## src/rtl/btn_pkg.sv

```systemverilog
// Shared definitions for the button conditioner.
// Contents:
//   - default cycle counts for debounce, hold-before-repeat and repeat period
//   - state type for the per-button auto-repeat FSM
//   - counter width helper, so a parameter of 1 still yields a 1-bit counter
package btn_pkg;

    // 10 ms debounce, 500 ms hold-off and 200 ms repeat period at 100 MHz
    localparam int unsigned DEBOUNCE_CYCLES_DEF = 32'd1_000_000;
    localparam int unsigned HOLD_CYCLES_DEF     = 32'd50_000_000;
    localparam int unsigned REPEAT_CYCLES_DEF   = 32'd20_000_000;

    typedef enum logic [1:0] {
        IDLE   = 2'd0,
        HELD   = 2'd1,
        REPEAT = 2'd2
    } btn_state_e;

    // Bits needed to count 0 .. cycles-1, never less than one bit
    function automatic int unsigned cnt_width(input int unsigned cycles);
        return (cycles > 32'd1) ? $clog2(cycles) : 32'd1;
    endfunction

endpackage

```

## src/rtl/btn_conditioner_debounce.sv

```systemverilog
// debounce_channel: one asynchronous input made safe for the clk domain.
// Ports:
//   clk   - system clock, rising edge
//   reset - synchronous, active-low
//   raw   - asynchronous input (switch or push button)
//   level - accepted (debounced) level, registered
// The raw input goes through two synchronizer flops; the debouncer only ever
// looks at the second flop. A new level is accepted once it has been seen for
// DEBOUNCE_CYCLES consecutive cycles; any return to the accepted level
// restarts the count.
module debounce_channel
    import btn_pkg::*;
#(
    parameter int unsigned DEBOUNCE_CYCLES = DEBOUNCE_CYCLES_DEF
) (
    input  logic clk,
    input  logic reset,
    input  logic raw,
    output logic level
);

    localparam int unsigned   CW       = cnt_width(DEBOUNCE_CYCLES);
    localparam logic [CW-1:0] CNT_LAST = CW'(DEBOUNCE_CYCLES - 32'd1);
    localparam logic [CW-1:0] CNT_ZERO = CW'(32'd0);
    localparam logic [CW-1:0] CNT_ONE  = CW'(32'd1);

    logic          sync1_r;
    logic          sync2_r;
    logic          level_r;
    logic [CW-1:0] cnt_r;

    // Two-flop synchronizer for the asynchronous input
    always_ff @(posedge clk) begin
        if (!reset) begin
            sync1_r <= 1'b0;
            sync2_r <= 1'b0;
        end else begin
            sync1_r <= raw;
            sync2_r <= sync1_r;
        end
    end

    // Stability counter and accepted level; the count clears at acceptance so it never wraps
    always_ff @(posedge clk) begin
        if (!reset) begin
            level_r <= 1'b0;
            cnt_r   <= CNT_ZERO;
        end else if (sync2_r == level_r) begin
            cnt_r   <= CNT_ZERO;
        end else if (cnt_r == CNT_LAST) begin
            level_r <= sync2_r;
            cnt_r   <= CNT_ZERO;
        end else begin
            cnt_r   <= cnt_r + CNT_ONE;
        end
    end

    assign level = level_r;

endmodule

```

## src/rtl/btn_conditioner.sv

```systemverilog
// btn_conditioner: conditions the mode switch and the two edit buttons of the
// clock/alarm front panel.
// Ports:
//   clk       - system clock, rising edge
//   reset     - synchronous, active-low
//   raw_mode  - asynchronous mode switch (0 = clock, 1 = alarm)
//   raw_btns  - asynchronous push buttons, [1] = hours, [0] = minutes
//   mode      - debounced mode level, registered
//   edit_btns - debounced button levels with auto-repeat, registered
// While an edit button is held the output stays high for HOLD_CYCLES, then
// drops low for one cycle every REPEAT_CYCLES. Each low-to-high transition is
// treated downstream as one more edit step.
module btn_conditioner
    import btn_pkg::*;
#(
    parameter int unsigned DEBOUNCE_CYCLES = DEBOUNCE_CYCLES_DEF,
    parameter int unsigned HOLD_CYCLES     = HOLD_CYCLES_DEF,
    parameter int unsigned REPEAT_CYCLES   = REPEAT_CYCLES_DEF
) (
    input  logic       clk,
    input  logic       reset,
    input  logic       raw_mode,
    input  logic [1:0] raw_btns,
    output logic       mode,
    output logic [1:0] edit_btns
);

    // One counter serves both the hold-off and the repeat period
    localparam int unsigned   CW = cnt_width((HOLD_CYCLES > REPEAT_CYCLES) ? HOLD_CYCLES
                                                                           : REPEAT_CYCLES);
    localparam logic [CW-1:0] HOLD_LAST = CW'(HOLD_CYCLES - 32'd1);
    localparam logic [CW-1:0] REP_LAST  = CW'(REPEAT_CYCLES - 32'd1);
    localparam logic [CW-1:0] CNT_ZERO  = CW'(32'd0);
    localparam logic [CW-1:0] CNT_ONE   = CW'(32'd1);

    logic       mode_level_s;
    logic [1:0] btn_level_s;
    logic       mode_r;

    debounce_channel #(.DEBOUNCE_CYCLES(DEBOUNCE_CYCLES)) u_mode_db (
        .clk   (clk),
        .reset (reset),
        .raw   (raw_mode),
        .level (mode_level_s)
    );

    debounce_channel #(.DEBOUNCE_CYCLES(DEBOUNCE_CYCLES)) u_min_db (
        .clk   (clk),
        .reset (reset),
        .raw   (raw_btns[0]),
        .level (btn_level_s[0])
    );

    debounce_channel #(.DEBOUNCE_CYCLES(DEBOUNCE_CYCLES)) u_hour_db (
        .clk   (clk),
        .reset (reset),
        .raw   (raw_btns[1]),
        .level (btn_level_s[1])
    );

    // Registered mode output; one cycle behind the accepted level so it lines up with edit_btns
    always_ff @(posedge clk) begin
        if (!reset) begin
            mode_r <= 1'b0;
        end else begin
            mode_r <= mode_level_s;
        end
    end

    assign mode = mode_r;

    for (genvar g = 0; g < 2; g++) begin : g_edit
        btn_state_e    state_r;
        btn_state_e    state_s;
        logic [CW-1:0] cnt_r;
        logic [CW-1:0] cnt_s;
        logic          out_r;
        logic          out_s;

        // Next-state logic; a release always wins over a repeat pulse due in the same cycle
        always_comb begin
            state_s = state_r;
            cnt_s   = cnt_r;
            out_s   = 1'b0;
            case (state_r)
                IDLE: begin
                    if (btn_level_s[g]) begin
                        state_s = HELD;
                        cnt_s   = CNT_ZERO;
                        out_s   = 1'b1;
                    end else begin
                        state_s = IDLE;
                        cnt_s   = CNT_ZERO;
                        out_s   = 1'b0;
                    end
                end
                HELD: begin
                    if (!btn_level_s[g]) begin
                        state_s = IDLE;
                        cnt_s   = CNT_ZERO;
                        out_s   = 1'b0;
                    end else if (cnt_r == HOLD_LAST) begin
                        state_s = REPEAT;
                        cnt_s   = CNT_ZERO;
                        out_s   = 1'b0;
                    end else begin
                        state_s = HELD;
                        cnt_s   = cnt_r + CNT_ONE;
                        out_s   = 1'b1;
                    end
                end
                REPEAT: begin
                    if (!btn_level_s[g]) begin
                        state_s = IDLE;
                        cnt_s   = CNT_ZERO;
                        out_s   = 1'b0;
                    end else if (cnt_r == REP_LAST) begin
                        state_s = REPEAT;
                        cnt_s   = CNT_ZERO;
                        out_s   = 1'b0;
                    end else begin
                        state_s = REPEAT;
                        cnt_s   = cnt_r + CNT_ONE;
                        out_s   = 1'b1;
                    end
                end
                default: begin
                    state_s = IDLE;
                    cnt_s   = CNT_ZERO;
                    out_s   = 1'b0;
                end
            endcase
        end

        // State, counter and registered edit output
        always_ff @(posedge clk) begin
            if (!reset) begin
                state_r <= IDLE;
                cnt_r   <= CNT_ZERO;
                out_r   <= 1'b0;
            end else begin
                state_r <= state_s;
                cnt_r   <= cnt_s;
                out_r   <= out_s;
            end
        end

        assign edit_btns[g] = out_r;
    end

endmodule

```

## config.mk

```make
export PLATFORM = sky130hd
export DESIGN_NAME = btn_conditioner
export DESIGN_NICKNAME = d
export VERILOG_FILES = /design/src/rtl/btn_pkg.sv /design/src/rtl/btn_conditioner_debounce.sv /design/src/rtl/btn_conditioner.sv
export SDC_FILE = /design/constraint.sdc
export NUM_CORES = 1
export LEC_CHECK = 0
export ABC_AREA = 1
export CORE_UTILIZATION = 25
export CTS_CLUSTER_DIAMETER = 30
export CTS_CLUSTER_SIZE = 12
export DETAILED_ROUTE_END_ITERATION = 16
export HOLD_SLACK_MARGIN = 0.15
export PLACE_DENSITY = 0.5
export SETUP_SLACK_MARGIN = 0.5
export SYNTH_ARGS = -nofsm -noshare
export SYNTH_HDL_FRONTEND = slang
export SYNTH_SLANG_ARGS = --single-unit
```

## constraint.sdc

```tcl
create_clock -name clk -period 1.86 [get_ports clk]
set_clock_uncertainty 0.1 [all_clocks]
set_input_delay 0.186 -clock clk [delete_from_list [all_inputs] [get_ports clk]]
set_output_delay 0.186 -clock clk [all_outputs]
set_load 0.1 [all_outputs]
```

---- Word level (Yosys, flattened, before mapping) ----
Cells that the tools add are included.
storage, ports and cells
  register bits after elaboration ......... 128
  latch bits .............................. 0
  memory bits (writable) .................. 0
  ROM bits ................................ 0
  input bits .............................. 5
  output and inout port bits .............. 3
  word-level logic and storage cells ...... 82
  memories ................................ 0
cells by class
  add/sub/neg operators ................... 5
  $mul .................................... 0
  div/mod/pow operators ................... 0
  order comparisons ....................... 0
  equality and inequality tests ........... 14
  shift operators ......................... 0
  mux-type cells .......................... 32
  bitwise logic cells ..................... 4
  reductions and logical operators ........ 8
operators by type and width
  operator               count
  $mux 26                8
  $pmux 26 s2            2
  $add 20x1->20 const B  3
  $eq 20x20->1 const B   3
  $add 26x1->26 const B  2
  $eq 26x25->1 const B   2
  $eq 26x26->1 const B   2
  $mux 1                 12
  $mux 2                 6
  $pmux 2 s3             2
  $reduce_or 3->1        3
  $pmux 1 s3             2
  $reduce_and 2->1       3
  $eq 2x1->1 const B     2
  $eq 2x2->1 const B     2
  $logic_not 2->1        2
  $not 1->1              4
  $eq 1x1->1             3

---- Logic depth before layout (Yosys ltp) ----
  depth after elaboration ................. 4
  mapped depth ............................ 11
  gate-level depth less buffers ........... 10

---- Hierarchy ----
From an unflattened synthesis, not the netlist that was laid out.
unflattened totals
  cells, all modules ...................... 972
  area total of the unflattened synthesis .. 6755.2 sq um
modules (own cells, without submodules)
  module                             times used  cells each  area each (sq um)  sequential area each (sq um)
  btn_conditioner                    1           472         3284.4             1181.1
  debounce_channel at u_hour_db ...  2           161         1136.1             460.4
  debounce_channel at u_mode_db      1           178         1198.6             460.4

---- Least setup slack after synthesis ----
No wires, ideal clock.
  path type ............................... reg-to-reg
  start point ............................. register g_edit[0].cnt_r[0]
  end point ............................... register g_edit[0].cnt_r[14]
  setup time .............................. 0.119 ns
  arrival time ............................ 1.403 ns
  required time ........................... 1.641 ns
  slack ................................... 0.238 ns
  cell stages (with the launch flop) ...... 12
  path buffers ............................ 1
  clock period less this slack ............ 1.622 ns
  cell sequence ........................... dfxtp_1 > ha_1 > nand2_2 > nor2_4 > inv_2 > nor2_2 > nand3_1 > nand2_1 > nand2_2 > nand3_4 > buf_12 > nor2_2
on the way
  longest elaborated chain between the ends .. 4
  elaborated cells on any way between the ends .. 8
  classes of those cells .................. 1 x add/sub; 2 x eq/ne; 5 x mux
ends and longest elaborated chain
  what                                         line                                            source
  start: declaration                           btn_conditioner.sv:75                           logic [CW-1:0] cnt_r;
  start signal: assignment                     btn_conditioner.sv:143                          cnt_r <= cnt_s;
  $add 26x1->26, or another cell as far along  btn_conditioner.sv:108, btn_conditioner.sv:123
  $mux 26 (on tied branches)                   btn_conditioner.sv:117, btn_conditioner.sv:102
  $mux 26 (on tied branches)                   btn_conditioner.sv:113, btn_conditioner.sv:98
  $pmux 26 s2 (*)                              btn_conditioner.sv:85                           case (state_r)
Mark *: on every way between the ends. The rest lies on a longest branch, timed or not.
A chain may end at the register's enable or synchronous reset.

---- Worst setup path after layout ----
  start point ............................. register g_edit[1].cnt_r[1]
  end point ............................... register g_edit[1].cnt_r[2]
on the way
  longest elaborated chain between the ends .. 4
  elaborated cells on any way between the ends .. 8
  classes of those cells .................. 1 x add/sub; 2 x eq/ne; 5 x mux
ends and longest elaborated chain
  what                                         line
  start: declaration                           btn_conditioner.sv:75
  start signal: assignment                     btn_conditioner.sv:143
  $add 26x1->26, or another cell as far along  btn_conditioner.sv:108, btn_conditioner.sv:123
  $mux 26 (on tied branches)                   btn_conditioner.sv:117, btn_conditioner.sv:102
  $mux 26 (on tied branches)                   btn_conditioner.sv:113, btn_conditioner.sv:98
  $pmux 26 s2 (*)                              btn_conditioner.sv:85
Marked as above.

==> flow_summary.ini <==
[run_status]
status = finished clean

[cts]
numCtsBuffers = 17
clkLatencyLatePin_ns = 0.42
clk_pin_slew_ns = 0.06
cts_sinks = 128
cts_tree = yes
cts_max_path_buffers = 2
h-tree-depth = 4
root_buffer = clkbuf_16

[pwr]
p_leak_uw = 0.00326
power.net_switching_uw = 1300
irDropWorstVdd_v = 0.000688
intPower_uw = 4730
p_comb_frac = 0.019
switching_share = 0.216
powerDensity_mw_per_mm2 = 641
p_clk_frac = 0.525
p_seq_frac = 0.455

[synthesis]
ys.flop_type = dfxtp_1
ys_ff_latch = 128
synth_area_per_cell_um2 = 7.05
yosysTopAreaCellShare = 0.391
yosysSeqAreaShare = 0.391
yosys.area.top_type = dfxtp_1
synth_warnings = 0
async_flop_share = 0
yosysUniqueCellTypes = 36
synth.cell_area_mm2 = 0.00655
synthTopCellsByArea = dfxtp_1, nand2_1, nor2_1, inv_1, xor2_1
synth_edf_count = 0
syn_nets = 948
syn-instance-count = 929

[routing]
viasPerCell = 4.43
wl_um = 16700
wire_per_inst_um = 12.2
vias = 6067
antenna_left = 0
drtPass1Iterations = 5
drcViolationCount = 0
drt-initial-drc-count = 302

[place]
dpl.cell_count = 1265
gp_congestion = 0.838
numPortBuffers = 7
place_hpwl_um = 10300

[cells_and_area]
final_common_cell = nand2_1
finalNetCount = 1045
final_cell_count_no_fill = 1368
drive_gt1_frac = 0.349
syn_to_final_growth_pct = 43.6
layout_common_cells = nand2_1, nor2_1, inv_1
antenna_cells = 0

[critical_path]
arrival_ns = 1.86
r2r_slack_ns = 0.21
end_kind = flop
rr_startpoint = g_edit[1].cnt_r[1]
rr_endpoint = g_edit[1].cnt_r[2]
criticalPathCategory = flop to flop
critPathLaunchType = flop
cpMaxStageDelayCell = dfxtp_4
path_cells = ha_4 -> inv_4 -> nor2_4 -> nand2_2 -> nor2_4 -> nand3_4 -> nand3_4 -> nand2_4 -> nand2_8 -> clkbuf_16 -> nor2_1
worstPathMaxFanout = 5
max_stage_delay_ns = 0.38
worstPathRequired_ns = 2.08
r2r_cells = 11
cp-startpoint = g_edit[1].cnt_r[1]

[hold_path]
min_to = u_min_db.sync2_r
min-delay-start = reset
hold_depth = 3
hold_path_class = input port to flop

[sta]
maxSlewViolCount = 0
finalHoldViolCount = 0
timing.setup.tns_ns = 0
post-route-min-period_ns = 1.65
rsz0062_at_grt = yes
fin_crit_sh = 0.885
tightest_slew_ns = 0.338
slew-limit-headroom = 0.772
setup_viol = 0
max_freq_ghz = 0.608

[global_routing]
grt_use_total = 0.127
grt_max_degree = 17
grt_pass1_wl_um = 26900
antenna_found_initial = 0
overflow = 0
grt_pass1_vias = 5725

[die]
core_mm2 = 0.0254
initial_core_util = 0.258
dieArea_mm2 = 0.0268
ios = 8
die_y_um = 164
die_w_um = 164
rows = 58

[job]
max-cap-violations = 0
[final cells by class]
type	instances	area (um^2)
multi-input cells	671	4320
flip-flops and latches	128	2620
well taps	330	413
fillers	2598	16000
repair buffers	88	1040
clock buffers	20	468
clock inverters	11	88.8
inverters	120	460
[critical path: cells and delay by family, from the launching register on]
kind	cells	cell delay [ns]
simple gates	8	0.68
buf+inv	2	0.20
fa+ha+maj	1	0.15
flops	1	0.38
[synth_stat cells, drive strengths merged, types with 2 or more instances]
library cell and n:
ha 14, inv 120, dfxtp 128, nand2 197
nor4 5, buf 13, nor3 40, or2 7
o21ai 17, xor2 37, and3 2, nor3b 9
nand3b 6, nand4 22, nor2 203, o21bai 2
a21oi 30, nand3 56, xnor2 16
[flip-flops by register name (all words and copies together) (netlist names)]
signal             flops
u_hour_db.sync1_r      1
u_mode_db.cnt_r       20
u_mode_db.level        1
u_hour_db.sync2_r      1
mode                   1
g_edit.state_r         4
u_mode_db.sync2_r      1
u_hour_db.level        1
g_edit.cnt_r          52
g_edit.out_r           2
u_hour_db.cnt_r       20
u_min_db.level         1
u_mode_db.sync1_r      1
u_min_db.sync2_r       1
u_min_db.cnt_r        20
u_min_db.sync1_r       1
[kinds of logic after synthesis]
| logic type | after synthesis | synth area share |
|---|---|---|
| adders and majority gates | 14 | 0.0268 |
| buffers and inverters | 133 | 0.0860 |
| DFF | 128 | 0.391 |
| and+or+nand+nor | 547 | 0.381 |
| xor gates and xnor gates | 53 | 0.0709 |
| AOI/OAI and AO/OA | 54 | 0.0436 |
[layer usage]
layer,part of all wire,track usage,wire length (um),vias up
li1,-,-,-,3141
met4,0.018,0.0522,308,0
met1,0.47,0.158,7940,2810
met2,0.48,0.209,7960,91
met3,0.031,0.0306,525,25
met5,0,0,0,-
[power by group through the flow]
stage | logic, uW | clock network [uW] | registers [uW]
CTS | 91.5 | 3260 | 2750
global placement | 54.3 | 0 | 2810
floorplan | 32.3 | 0 | 2810
finish | 116 | 3170 | 2750
global route | 124 | 3380 | 2740
detailed placement | 54.5 | 0 | 2810
[how the worst max path moves through the flow]
stage	to	slack (ns)	cells past startpoint
2_1_floorplan	g_edit[0].cnt_r[14]	0.29	11
3_3_place_gp	g_edit[0].out_r	0.06	5
3_5_place_dp	g_edit[0].out_r	0.01	5
4_1_cts	g_edit[1].cnt_r[20]	0.20	9
5_1_grt	g_edit[1].cnt_r[15]	0.14	7
6_report	g_edit[1].cnt_r[2]	0.21	11
[repair_timing]
| action | CTS | global route |
|---|---|---|
| hold buffers | 1 | 0 |
| setup buffers | 40 | 16 |
| gates resized for setup | 87 | 128 |
| endpoints found under the hold margin | 1 | 0 |
| pin swaps | 39 | 29 |
| setup endpoints to repair | 120 | 122 |
| cloned | 10 | 5 |
[stage by stage]
stage               utilization  hold WS (ns)  total power [uW]  setup WS (ns)  instance area, um^2
CTS                       0.343         0.152              6090          0.203                 8710
floorplan                     -         0.184              2840          0.295                 6800
finish                    0.370         0.156              6030          0.215                 9410
global route              0.370         0.165              6250          0.145                 9410
detailed placement        0.287         0.307              2870         0.0106                 7280
global placement          0.287         0.304              2870         0.0556                 7280
Power figures use the tool's default switching activity.
